**src/rtl/fc_pkg.sv**
```systemverilog
// Shared definitions for the fully connected classifier datapath:
// argmax FSM state encoding, default neuron data format, and a helper
// that produces the most-negative signed value for a given width.
package fc_pkg;

  typedef enum logic [1:0] {ST_IDLE, ST_COLLECT, ST_RESULT} argmax_state_t;

  // Default neuron output format (Q10.5 signed)
  localparam int FC_WIDTH = 16;
  localparam int FC_FRAC  = 5;

  // Most-negative two's complement value of the given width, right-aligned
  function automatic logic [63:0] fc_min_signed(input int unsigned width);
    return 64'd1 << (width - 1);
  endfunction

endpackage

```
**src/rtl/fc_argmax_collector_if.sv**
```systemverilog
// Handshake bundle between the neuron array, the argmax collector and the
// result consumer. master = beat producer / result consumer side,
// slave = collector side.
interface fc_argmax_collector_if
  import fc_pkg::*;
#(
  parameter int WIDTH = FC_WIDTH,
  parameter int IDX_W = 4
);
  logic             in_valid;
  logic             in_ready;
  logic [WIDTH-1:0] in_data;
  logic             out_valid;
  logic             out_ready;
  logic [IDX_W-1:0] out_class;
  logic [WIDTH-1:0] out_score;

  modport master (
    output in_valid, in_data, out_ready,
    input  in_ready, out_valid, out_class, out_score
  );

  modport slave (
    input  in_valid, in_data, out_ready,
    output in_ready, out_valid, out_class, out_score
  );
endinterface

```
**src/rtl/fc_score_buffer.sv**
```systemverilog
// Per-class score register file. One write port indexed by arrival order,
// one registered read port; reads outside DEPTH return zero.
module fc_score_buffer #(
  parameter int DEPTH = 10,
  parameter int WIDTH = 16,
  parameter int AW    = 4
) (
  input  logic             clk,
  input  logic             reset,
  input  logic             we,
  input  logic [AW-1:0]    waddr,
  input  logic [WIDTH-1:0] wdata,
  input  logic [AW-1:0]    raddr,
  output logic [WIDTH-1:0] rdata
);
  localparam logic [AW-1:0] LAST = AW'(DEPTH - 1);

  logic [DEPTH-1:0][WIDTH-1:0] mem_q, mem_d;
  logic [WIDTH-1:0]            rdata_q, rdata_d;

  // Next contents and read data; read sees pre-write contents
  always_comb begin
    mem_d   = mem_q;
    rdata_d = '0;
    if (we) mem_d[waddr] = wdata;
    if (raddr <= LAST) rdata_d = mem_q[raddr];
  end

  // Storage and read register, cleared on reset
  always_ff @(posedge clk or negedge reset) begin
    if (!reset) begin
      mem_q   <= '0;
      rdata_q <= '0;
    end else begin
      mem_q   <= mem_d;
      rdata_q <= rdata_d;
    end
  end

  assign rdata = rdata_q;
endmodule

```
**src/rtl/fc_argmax_collector.sv**
```systemverilog
// Argmax collector: accepts NUM_CLASSES signed neuron outputs per inference,
// tracks the running maximum (earliest index wins ties) and presents the
// winning class/score on a valid/ready result port.
// Optional: FC_ARGMAX_SCORE_BUF_EN adds a readable per-class score buffer
// (rd_addr/rd_data, 1-cycle read latency).
module fc_argmax_collector
  import fc_pkg::*;
#(
  parameter int NUM_CLASSES = 10,
  parameter int WIDTH       = FC_WIDTH,
  parameter int FRAC        = FC_FRAC,
  parameter int IDX_W       = $clog2(NUM_CLASSES)
) (
  input  logic             clk,
  input  logic             reset,
  input  logic             start,
  output logic             busy,
`ifdef FC_ARGMAX_SCORE_BUF_EN
  input  logic [IDX_W-1:0] rd_addr,
  output logic [WIDTH-1:0] rd_data,
`endif
  fc_argmax_collector_if.slave io
);
  localparam logic [IDX_W-1:0] LAST_IDX = IDX_W'(NUM_CLASSES - 1);
  localparam logic [WIDTH-1:0] MIN_VAL  = WIDTH'(fc_min_signed(WIDTH));

  // FRAC only documents the score format; reject nonsensical configurations
  if (NUM_CLASSES < 2 || FRAC < 0 || FRAC >= WIDTH) begin : g_param_chk
    $error("fc_argmax_collector: invalid NUM_CLASSES/FRAC/WIDTH");
  end

  argmax_state_t    state_q, state_d;
  logic [IDX_W-1:0] count_q, count_d;
  logic [WIDTH-1:0] max_val_q, max_val_d;
  logic [IDX_W-1:0] max_idx_q, max_idx_d;
  logic             out_valid_q, out_valid_d;
  logic [IDX_W-1:0] out_class_q, out_class_d;
  logic [WIDTH-1:0] out_score_q, out_score_d;

  logic             beat_win;
  logic [WIDTH-1:0] cand_val;
  logic [IDX_W-1:0] cand_idx;
  logic             beat_take;

  // A beat counts only in COLLECT and not on a restart cycle
  assign beat_take = (state_q == ST_COLLECT) && io.in_valid && !start;

  // Next-state: running compare, beat counting, result capture, handshakes
  always_comb begin
    state_d     = state_q;
    count_d     = count_q;
    max_val_d   = max_val_q;
    max_idx_d   = max_idx_q;
    out_valid_d = out_valid_q;
    out_class_d = out_class_q;
    out_score_d = out_score_q;

    // First beat always loads; later beats need a strictly larger value
    beat_win = (count_q == '0) || ($signed(io.in_data) > $signed(max_val_q));
    cand_val = beat_win ? io.in_data : max_val_q;
    cand_idx = beat_win ? count_q    : max_idx_q;

    unique case (state_q)
      ST_IDLE: begin
        if (start) begin
          state_d   = ST_COLLECT;
          count_d   = '0;
          max_idx_d = '0;
          max_val_d = MIN_VAL;
        end
      end
      ST_COLLECT: begin
        if (start) begin
          count_d   = '0;
          max_idx_d = '0;
          max_val_d = MIN_VAL;
        end else if (io.in_valid) begin
          max_val_d = cand_val;
          max_idx_d = cand_idx;
          if (count_q == LAST_IDX) begin
            state_d     = ST_RESULT;
            out_valid_d = 1'b1;
            out_class_d = cand_idx;
            out_score_d = cand_val;
          end else begin
            count_d = count_q + 1'b1;
          end
        end
      end
      ST_RESULT: begin
        // start is ignored here, including alongside the accepting handshake
        if (io.out_ready) begin
          out_valid_d = 1'b0;
          state_d     = ST_IDLE;
        end
      end
      default: state_d = ST_IDLE;
    endcase
  end

  // State and registered outputs, all cleared asynchronously
  always_ff @(posedge clk or negedge reset) begin
    if (!reset) begin
      state_q     <= ST_IDLE;
      count_q     <= '0;
      max_val_q   <= '0;
      max_idx_q   <= '0;
      out_valid_q <= 1'b0;
      out_class_q <= '0;
      out_score_q <= '0;
    end else begin
      state_q     <= state_d;
      count_q     <= count_d;
      max_val_q   <= max_val_d;
      max_idx_q   <= max_idx_d;
      out_valid_q <= out_valid_d;
      out_class_q <= out_class_d;
      out_score_q <= out_score_d;
    end
  end

  assign io.in_ready  = (state_q == ST_COLLECT);
  assign io.out_valid = out_valid_q;
  assign io.out_class = out_class_q;
  assign io.out_score = out_score_q;
  assign busy         = (state_q != ST_IDLE);

`ifdef FC_ARGMAX_SCORE_BUF_EN
  fc_score_buffer #(
    .DEPTH (NUM_CLASSES),
    .WIDTH (WIDTH),
    .AW    (IDX_W)
  ) u_score_buf (
    .clk   (clk),
    .reset (reset),
    .we    (beat_take),
    .waddr (count_q),
    .wdata (io.in_data),
    .raddr (rd_addr),
    .rdata (rd_data)
  );
`else
  logic unused_take;
  assign unused_take = beat_take;
`endif
endmodule

```
**src/flat_wrapper.sv**
```systemverilog
// flat-port wrapper written by rule: the top's interface ports become plain ports
module fc_argmax_collector_flat import fc_pkg::*;
#(
  parameter int NUM_CLASSES = 10,
  parameter int WIDTH       = FC_WIDTH,
  parameter int FRAC        = FC_FRAC,
  parameter int IDX_W       = $clog2(NUM_CLASSES)
)
  (clk, reset, start, busy, io_in_valid, io_in_data, io_out_ready, io_in_ready, io_out_valid, io_out_class, io_out_score);
  fc_argmax_collector_if #(.WIDTH(WIDTH), .IDX_W(IDX_W)) io_i ();
  input  logic clk;
  input  logic reset;
  input  logic start;
  output logic busy;
  input wire logic [$bits(io_i.in_valid)-1:0] io_in_valid;
  input wire logic [$bits(io_i.in_data)-1:0] io_in_data;
  input wire logic [$bits(io_i.out_ready)-1:0] io_out_ready;
  output wire logic [$bits(io_i.in_ready)-1:0] io_in_ready;
  output wire logic [$bits(io_i.out_valid)-1:0] io_out_valid;
  output wire logic [$bits(io_i.out_class)-1:0] io_out_class;
  output wire logic [$bits(io_i.out_score)-1:0] io_out_score;
  assign io_i.in_valid = io_in_valid;
  assign io_i.in_data = io_in_data;
  assign io_i.out_ready = io_out_ready;
  assign io_in_ready = io_i.in_ready;
  assign io_out_valid = io_i.out_valid;
  assign io_out_class = io_i.out_class;
  assign io_out_score = io_i.out_score;
  fc_argmax_collector #(.NUM_CLASSES(NUM_CLASSES), .WIDTH(WIDTH), .FRAC(FRAC), .IDX_W(IDX_W)) u_core (.clk(clk), .reset(reset), .start(start), .busy(busy), .io(io_i));
endmodule
```
**config.mk**
```make
export PLATFORM = sky130hd
export DESIGN_NAME = fc_argmax_collector_flat
export DESIGN_NICKNAME = d
export VERILOG_FILES = /design/src/rtl/fc_pkg.sv /design/src/rtl/fc_argmax_collector_if.sv /design/src/rtl/fc_score_buffer.sv /design/src/rtl/fc_argmax_collector.sv /design/src/flat_wrapper.sv
export SDC_FILE = /design/constraint.sdc
export NUM_CORES = 1
export LEC_CHECK = 0
export ABC_AREA = 1
export BUFFER_PORTS_ARGS = -buffer_cell sky130_fd_sc_hd__buf_2
export CAP_MARGIN = 20
export CORE_MARGIN = 4
export CORE_UTILIZATION = 51
export CTS_CLUSTER_SIZE = 40
export DETAILED_ROUTE_END_ITERATION = 8
export GPL_TIMING_DRIVEN = 0
export PLACE_DENSITY = 0.76
export SYNTH_ARGS = -nofsm -noshare
export SYNTH_HDL_FRONTEND = slang
export SYNTH_SLANG_ARGS = --single-unit
```
**constraint.sdc**
```tcl
create_clock -name clk -period 1.95 [get_ports clk]
set_input_delay 0 -clock clk [delete_from_list [all_inputs] [get_ports clk]]
set_output_delay 0 -clock clk [all_outputs]
set_load 0.01 [all_outputs]
```
After elaboration in Yosys (flattened, before gate mapping)
Cells that the tools add are included.
{"block": "word_totals", "out_inout_bits": 23, "word_cells": 56, "in_bits": 21, "ff_bits": 47}
{"block": "classes", "n_addsub": 1, "n_eq_ne": 10, "n_bitwise": 1, "reduce_logical": 11, "mux": 25, "magnitude_cmp": 1}
{"cell": "$mux W16", "n": 4}
{"cell": "$pmux W16 S2", "n": 1}
{"cell": "$mux W4", "n": 7}
{"cell": "$gt A16 B16 Y1", "n": 1}
{"cell": "$pmux W4 S2", "n": 2}
{"cell": "$mux W2", "n": 5}
{"cell": "$reduce_and A5 Y1", "n": 2}
{"cell": "$ne A2 B2 Y1 const B", "n": 4}
{"cell": "$reduce_and A4 Y1", "n": 2}
{"cell": "$ne A3 B3 Y1 const B", "n": 2}
{"cell": "$pmux W2 S3", "n": 1}
{"cell": "$reduce_bool A2 Y1", "n": 3}
{"cell": "$add A4 B1 Y4 const B", "n": 1}
{"cell": "$eq A4 B4 Y1 const B", "n": 1}
{"cell": "$logic_not A4 Y1", "n": 1}
{"cell": "$mux W1", "n": 4}
{"cell": "$reduce_and A3 Y1", "n": 1}
{"cell": "$eq A2 B1 Y1 const B", "n": 1}
{"cell": "$eq A2 B2 Y1 const B", "n": 1}
{"cell": "$logic_not A2 Y1", "n": 1}
{"cell": "$ne A2 B1 Y1 const B", "n": 1}
{"cell": "$pmux W1 S2", "n": 1}
{"cell": "$logic_or A1 B1 Y1", "n": 1}
{"cell": "$not A1 Y1", "n": 1}

Depth between registers and ports, before layout
Gate-level depths: netlist of run 1.
{"block": "depth", "depth_word": 6, "depth_mapped": 18, "depth_no_buf": 17}

Worst setup path after synthesis of run 1
OpenSTA, ideal clock, no wires.
{"block": "synth_timing", "kind": "reg2reg", "startpoint": "reg u_core.max_val_q[15]", "endpoint": "reg u_core.max_val_q[10]", "slack_ns": 0.135, "required_time_ns": 1.832, "path_stages_with_launch": 14, "synth_period_minus_slack_ns": 1.815, "setup_ns": 0.118, "arrival_time_ns": 1.697, "n_path_buf": 1, "cell_sequence": "dfrtp_1 -> inv_1 -> ha_1 -> a21oi_1 -> o21ai_0 -> a21oi_1 -> nand2_1 -> nand2_1 -> nand3_2 -> nand2_2 -> buf_6 -> nand2_1 -> nand3_1 -> nand2_1"}
{"block": "synth_between", "elab_chain_len": 6}
{"element": "start, declared", "line_no": "fc_argmax_collector.sv:34", "rtl": "logic [WIDTH-1:0] max_val_q, max_val_d;"}
{"element": "start signal, assigned", "line_no": "fc_argmax_collector.sv:114", "rtl": "max_val_q <= max_val_d;"}
{"element": "$gt A16 B16 Y1", "line_no": "fc_argmax_collector.sv:59", "rtl": "beat_win = (count_q == '0) || ($signed(io.in_data) > $signed(max_val_q));"}
{"element": "$logic_or A1 B1 Y1", "line_no": "fc_argmax_collector.sv:59"}
{"element": "$mux W16", "line_no": "fc_argmax_collector.sv:60", "rtl": "cand_val = beat_win ? io.in_data : max_val_q;"}
{"element": "$mux W16", "line_no": "fc_argmax_collector.sv:77", "rtl": "end else if (io.in_valid) begin"}
{"element": "$mux W16", "line_no": "fc_argmax_collector.sv:73", "rtl": "if (start) begin"}
{"element": "$pmux W16 S2", "line_no": "fc_argmax_collector.sv:63", "rtl": "unique case (state_q)"}
No other way between the ends. The select of a mux whose other input is x is not followed.
A chain may end at the register's enable or synchronous reset.

Worst setup path in the final report of run 1
{"block": "layout_timing", "startpoint": "reg u_core.max_val_q[9]", "endpoint": "reg u_core.out_score_q[3], in the netlist u_core.io.out_score[3]"}
{"block": "layout_between", "elab_chain_len": 3}
{"element": "$gt A16 B16 Y1", "line_no": "fc_argmax_collector.sv:59"}
{"element": "$logic_or A1 B1 Y1", "line_no": "fc_argmax_collector.sv:59"}
{"element": "$mux W16", "line_no": "fc_argmax_collector.sv:60"}
{"element": "end signal, assigned", "line_no": "fc_argmax_collector.sv:118", "rtl": "out_score_q <= out_score_d;"}
{"element": "end, declared", "line_no": "fc_argmax_collector.sv:38", "rtl": "logic [WIDTH-1:0] out_score_q, out_score_d;"}
No other way between the ends.

==> results of run 1 <==
[stage by stage]
step / setup TNS, ns / util [%] / area (sq um)
after floorplan: 0 / - / 2670
after global placement: -4.28 / 58.3 / 2980
after detailed placement: -6.63 / 58.3 / 2980
after CTS: -1.36 / 65.8 / 3360
after global routing: -8.93 / 67.3 / 3440
final: -3.95 / 67.3 / 3440
[final cells by class]
type,count,area share (%)
plain buffers,12,2.47
clock buffers,5,2.00
clock inverters,3,0.437
inverters,53,5.78
multi-input cells,248,43.0
flip-flops and latches,47,34.2
well taps,70,2.55
repair buffers,51,9.53
[worst paths after layout]
check,slack [ns],to,start,depth (start not counted)
min in group asynchronous,0.04,u_core.io.out_score[4],reset,2
worst max register to register,-0.12,u_core.io.out_score[3],u_core.max_val_q[9],12
max in group asynchronous,1.43,u_core.io.out_score[2],reset,3
worst min register to register,0.48,u_core.io.out_score[15],u_core.io.out_score[15],2
worst max-delay path,-0.12,u_core.io.out_score[3],u_core.max_val_q[9],12
worst min-delay path,0.02,u_core.max_val_q[1],io_in_data[1],5
[synth_stat cells]
master    instances  share of area [%]
nor2_1           12                1.7
buf_1             1               0.14
a21o_1            1               0.28
o21ai_0           5               0.94
buf_6             1               0.42
nor2_2            2               0.47
nand3_1          63                 12
nand3_2           1               0.37
nor3_2            1               0.37
inv_1            53                7.4
ha_1             19                8.9
nand2_1         126                 18
nand2_2           1               0.23
o22ai_1           1               0.23
xor2_1            1               0.33
a21oi_1           9                1.7
dfrtp_1          47                 44
nor3b_1           1               0.28
buf_2             4               0.75
clkbuf_1          6               0.84
nor3_1            1               0.19
nand4_1           3               0.70
o211ai_1          1               0.28
[registers in the layout, indices dropped and copies added, names as in the netlist]
| signal | count |
|---|---|
| u_core.io.out_valid | 1 |
| u_core.max_val_q | 16 |
| u_core.io.out_score | 16 |
| u_core.state_q | 2 |
| u_core.io.out_class | 4 |
| u_core.count_q | 4 |
| u_core.max_idx_q | 4 |
[cells by family (layout without fill, tap and decap cells)]
family                     Yosys count  count (layout)  share of synthesized area (%)
xor gates and xnor gates             1               1                          0.328
DFF                                 47              47                           44.0
buffers and inverters               65             124                           9.59
and+or+nand+nor                    211             211                           33.8
AOI/OAI and AO/OA                   17              17                           3.42
adders and majority gates           19              19                           8.89
[layer usage]
layer	GRT usage [%]	vias up
li1	-	1250
met3	4.71	11
met1	29.2	1230
met5	0	-
met2	40.9	80
met4	8.78	0
[worst max-delay path, delay by kind of cell, from the launching register on]
kind | cells | cell delay (ns)
and+or+nand+nor | 9 | 1.10
DFF | 1 | 0.37
adders and majority gates | 1 | 0.27
buffers and inverters | 2 | 0.21
[power breakdown]
part           total [mW]  internal (mW)  switching (mW)  leakage, nW
clock network       0.594          0.246           0.347       0.0477
registers            1.21           1.11          0.0936        0.632
logic                1.65          0.657           0.992         1.25
total                3.45           2.02            1.43         1.92
[timing repair]
item	in CTS	in global routing
hold buffers	3	0
endpoints found under the hold margin	50	0
resized for setup	48	20
pin swaps	13	9
endpoints found under the setup margin	40	42
gates cloned	1	0
buffers inserted	3	0
==> qor.csv, run 1 <==
stage;metric;value;unit
hold_path;holdCritPathClass;primary input to register;
yosys;synth_nets;400;
layout;layout_commonest_cell;nand2_1;
routing;ant_nets;0;
layout;final-seq-area;0.00118;sq mm
sta;fin_crit_sh;106;%
global_routing;antenna_found_initial;0;
routing;wl_per_cell;14.6;um
sta;tightest_slew;0.551;ns
layout;multi_input_area;0.00148;sq mm
layout;antenna_cells;0;
routing;met1_length;3.10;mm
floorplan;die_height;80.4;um
floorplan;initial_core_util;52.4;%
placed_design;dp_slack;-0.209;ns
placed_design;hpwl;4.44;mm
layout;final_cell_mix;nand2_1 (108), nand3_1 (52), inv_1 (48);
routing;totalWireLength;7.13;mm
pwr;p_leak;1.92;nW
routing;num_vias;2571;
global_routing;grt_start_max_net_pins;48;
sta;hold_violations;0;
sta;max_clock_freq;482;MHz
critical_path;critPathLaunchType;register;
critical_path;critical_path_required;2.15;ns
sta;setup_slack;-0.125;ns
clock_tree;ctsLongestPathBuffers;2;
placed_design;gp_congestion;0.867;
layout;fillers;448;
yosys;synth_area_per_cell;7.43;sq um
sta;drv_slew;0;
yosys;ys_seq_area_share;44.0;%
layout;area_growth;28.6;%
sta;slew_headroom;63.3;%
routing;vias_per_cell;5.26;
yosys;synth_cell_types;23;
global_routing;grt_overflow;0;
clock_tree;clock_sinks;47;
yosys;syn-cell-area;0.00267;sq mm
placed_design;place_inst;473;
clock_tree;numCtsBuffers;5;
floorplan;dieWidth;80.4;um
clock_tree;clkLatencyLatePin;0.31;ns
layout;nets;458;
floorplan;ios;44;
layout;drive_gt1_share;27.0;%
run;maxCapViolCount;0;
sta;rsz0062_at_grt;yes;
routing;wl_met2;3.55;mm
critical_path;worst-setup-path-type;register to register;
placed_design;port_buffers;43;
run_status;violations;setup timing;
sta;fin_skew;0.0102;ns
yosys;synth-seq-cells;47;
clock_tree;htreeDepth;2;
critical_path;cp_max_fo;8;
pwr;power;3.45;mW
critical_path;critPathSlowestCell;dfrtp_1;
routing;top_layer;met4;
global_routing;grt_pass1_vias;2562;
routing;drc_errors;0;
critical_path;critical_path.max_stage_delay;0.37;ns
critical_path;cp-end-kind;register;
floorplan;core_area;0.00511;sq mm
pwr;ir_worst_vdd;0.000624;V
clock_tree;path_clk_slew;0.10;ns
sta;hold-worst-slack;0.0235;ns
floorplan;rows;26;
clock_tree;cts-root-buf;clkbuf_8;
pwr;powerDensity;1000;mW/mm^2
routing;first_pass_iters;5;
routing;wl_met3;352;um
clock_tree;cts_tree;built;
critical_path;arrival;2.28;ns
routing;drt_iter0_drc;205;
critical_path;path_common_cell;nand2_1;
yosys;yosys_warnings;0;
yosys;syn_inst;360;
critical_path;cp_cell_sequence;inv_2, ha_4, nand4_1, nor3_2, nand2_2, nand3_2, nand3_4, nand2_8, buf_12, nand2_1, nand3_1, nand2_1;
run_status;outcome;finished, violations left;
sta;final-setup-viol-count;40;
floorplan;dieArea;0.00646;sq mm
global_routing;track_usage;23.7;%
sta;min_period;2.07;ns
layout;fin_cells;489;
global_routing;grt_pass1_wl;11.9;mm
Note: power is estimated with default switching activity, not from simulation.
==> inputs of run 2 (changes only) <==
CORE_UTILIZATION = 61   (was 51)
PLACE_DENSITY = 0.85   (was 0.76)
clock period = 2.7 ns   (was 1.95 ns; I/O delays follow)
==> run 2 against run 1 <==
  * The flow now finishes without violations
  * Combinational power is 49% lower
  * Die area is 15% lower
  * Clock skew is 0.0034 ns lower
  * Critical path depth up 1
  * Count of clock-buffer cells in the layout rose by 2
  * First-iteration DRC count down 42%
  * Global-route usage rose by 1.9 points
  * Fmax fell by 5.3%
  * Routed wire length fell by 12%
  * Utilization increased by 7.6 points
  * Largest power group is now sequential cells
==> qor.csv, run 2 (synthesized netlist as in run 1, its figures left out) <==
stage;metric;value;unit;change
critical_path;r2r_end;u_core.io.out_score[13];;was u_core.io.out_score[3]
critical_path;reg2reg_depth;13;;was 12
pwr;ir_worst_vdd;0.000378;V;was 0.000624 V
sta;slew_headroom;61.3;%;was 63.3%
global_routing;track_usage;25.6;%;was 23.7%
layout;fillers;330;;was 448
routing;num_vias;2478;;was 2571
hold_path;holdCritPathClass;primary input to register;;unchanged
sta;final-setup-viol-count;0;;was 40
placed_design;hpwl;4.59;mm;was 4.44 mm
critical_path;cp_cell_sequence;inv_1, ha_1, a21oi_1, o21ai_0, a21oi_1, nand2_1, nand2_1, nand3_2, nand2_2, buf_6, nand2_1, nand3_1, nand2_1;;was inv_2, ha_4, nand4_1, nor3_2, nand2_2, nand3_2, nand3_4, nand2_8, buf_12, nand2_1, nand3_1, nand2_1
placed_design;place_inst;453;;was 473
routing;ant_nets;0;;unchanged
pwr;powerDensity;687;mW/mm^2;was 1000 mW/mm^2
clock_tree;clkLatencyLatePin;0.31;ns;about the same
sta;min_period;2.19;ns;was 2.07 ns
critical_path;worst-setup-path-type;register to register;;unchanged
run;maxCapViolCount;0;;unchanged
clock_tree;htreeDepth;2;;unchanged
floorplan;ios;44;;unchanged
clock_tree;ctsLongestPathBuffers;2;;unchanged
layout;layout_commonest_cell;nand2_1;;unchanged
routing;drc_errors;0;;unchanged
hold_path;min_to;u_core.state_q[0];;was u_core.max_val_q[1]
floorplan;dieArea;0.00551;sq mm;was 0.00646 sq mm
layout;antenna_cells;0;;unchanged
global_routing;grt_pass1_vias;2464;;was 2562
sta;drv_slew;0;;unchanged
critical_path;r2r_start;u_core.max_val_q[15];;was u_core.max_val_q[9]
routing;vias_per_cell;5.33;;was 5.26
global_routing;grt_start_max_net_pins;48;;unchanged
layout;post-route-util;74.9;%;was 67.3%
clock_tree;path_clk_slew;0.08;ns;was 0.10 ns
clock_tree;cts_tree;built;;unchanged
sta;fin_crit_sh;81.2;%;was 106%
critical_path;cp-end-kind;register;;unchanged
layout;multi_input_area;0.00124;sq mm;was 0.00148 sq mm
global_routing;grt_pass1_wl;10.8;mm;was 11.9 mm
layout;final-seq-area;0.00118;sq mm;unchanged
routing;first_pass_iters;4;;was 5
routing;totalWireLength;6.31;mm;was 7.13 mm
pwr;p_leak;1.84;nW;was 1.92 nW
critical_path;cp_max_fo;10;;was 8
pwr;power;2.12;mW;was 3.45 mW
layout;final_cell_mix;nand2_1 (126), nand3_1 (63), inv_1 (53);;was nand2_1 (108), nand3_1 (52), inv_1 (48)
placed_design;gp_congestion;0.798;;was 0.867
clock_tree;cts-root-buf;clkbuf_8;;unchanged
hold_path;min_from;io_in_valid;;was io_in_data[1]
floorplan;dieWidth;74.2;um;was 80.4 um
sta;setup_slack;0.509;ns;was -0.125 ns
run_status;outcome;finished clean;;was finished, violations left
critical_path;critical_path_required;2.90;ns;was 2.15 ns
layout;fin_cells;465;;was 489
critical_path;rrSetupSlack;0.51;ns;was -0.12 ns
floorplan;initial_core_util;65.0;%;was 52.4%
sta;tightest_slew;0.581;ns;was 0.551 ns
sta;tns;0;ns;was -3.95 ns
global_routing;antenna_found_initial;0;;unchanged
layout;drive_gt1_share;14.5;%;was 27.0%
critical_path;critical_path.max_stage_delay;0.35;ns;was 0.37 ns
sta;hold_violations;0;;unchanged
global_routing;grt_overflow;0;;unchanged
clock_tree;clock_sinks;47;;unchanged
routing;drt_iter0_drc;118;;was 205
sta;fin_skew;0.00675;ns;was 0.0102 ns
floorplan;core_area;0.00412;sq mm;was 0.00511 sq mm
critical_path;crit_family;simple AND/OR/NAND/NOR gates;;unchanged
layout;nets;454;;was 458
clock_tree;ctsResizeCount;0;;was 48
critical_path;critPathSlowestCell;dfrtp_1;;unchanged
placed_design;port_buffers;43;;unchanged
placed_design;dp_slack;0.568;ns;was -0.209 ns
hold_path;hold_depth;4;;was 5
floorplan;die_height;74.2;um;was 80.4 um
critical_path;path_common_cell;nand2_1;;unchanged
routing;wl_per_cell;13.6;um;was 14.6 um
sta;rsz0062_at_grt;no;;was yes
layout;area_growth;15.3;%;was 28.6%
floorplan;rows;23;;was 26
sta;max_clock_freq;456;MHz;was 482 MHz
clock_tree;numCtsBuffers;5;;unchanged
critical_path;path_buf_inv;2;;unchanged
critical_path;arrival;2.39;ns;was 2.28 ns
critical_path;critPathLaunchType;register;;unchanged
==> run 2: worst max path at each step <==
stage / startpoint / depth (start not counted) / slack, ns / endpoint
floorplan: u_core.max_val_q[15] / 13 / 0.89 / u_core.max_val_q[10]
global placement: u_core.max_val_q[15] / 13 / 0.64 / u_core.io.out_score[13]
detailed placement: u_core.max_val_q[15] / 13 / 0.57 / u_core.io.out_score[13]
CTS: u_core.max_val_q[15] / 13 / 0.52 / u_core.io.out_score[5]
global route: u_core.max_val_q[15] / 13 / 0.28 / u_core.io.out_score[7]
finish: u_core.max_val_q[15] / 13 / 0.51 / u_core.io.out_score[13]
==> run 2: metrics by stage <==
| stage | area, sq um | hold slack (ns) |
|---|---|---|
| finish | 3080 | 0.0272 |
| global route | 3080 | 0.0591 |
| CTS | 3060 | 0.0260 |
| detailed placement | 2950 | 0.231 |
| global placement | 2950 | 0.205 |
| floorplan | 2670 | -0.296 |
==> run 2: layout make-up <==
type | count | share of cell area [%]
repair buffers | 47 | 8.60
clock buffers | 7 | 2.48
plain buffers | 12 | 1.87
flip-flops and latches | 47 | 38.1
well taps | 50 | 2.03
multi-input cells | 248 | 40.3
clock inverters | 1 | 0.162
inverters | 53 | 6.45
==> run 2: timing repair <==
action,4_1_cts,5_1_grt
hold buffers,3,0
endpoints found under the hold margin,49,0
buffers inserted,0,0
==> run 2: worst reg2reg max path, delay by kind of cell (launching register included) <==
family	cells	cell delay, ns
fa+ha+maj	1	0.32
flops	1	0.35
compound gates	3	0.47
simple gates	7	0.72
buf+inv	2	0.24
==> run 2: layer usage <==
metal / vias up / share of wire [%] / GRT usage, %
met4: 0 / 2.1 / 10.1
met2: 83 / 48 / 42.4
met5: - / 0 / 0
met1: 1141 / 44 / 33.1
li1: 1241 / - / -
met3: 13 / 6.4 / 5.00
==> run 2: power breakdown <==
group / switching [mW] / leakage [nW] / internal, mW
Sequential: 0.0614 / 0.632 / 0.805
Clock: 0.235 / 0.0422 / 0.182
Combinational: 0.555 / 1.16 / 0.280
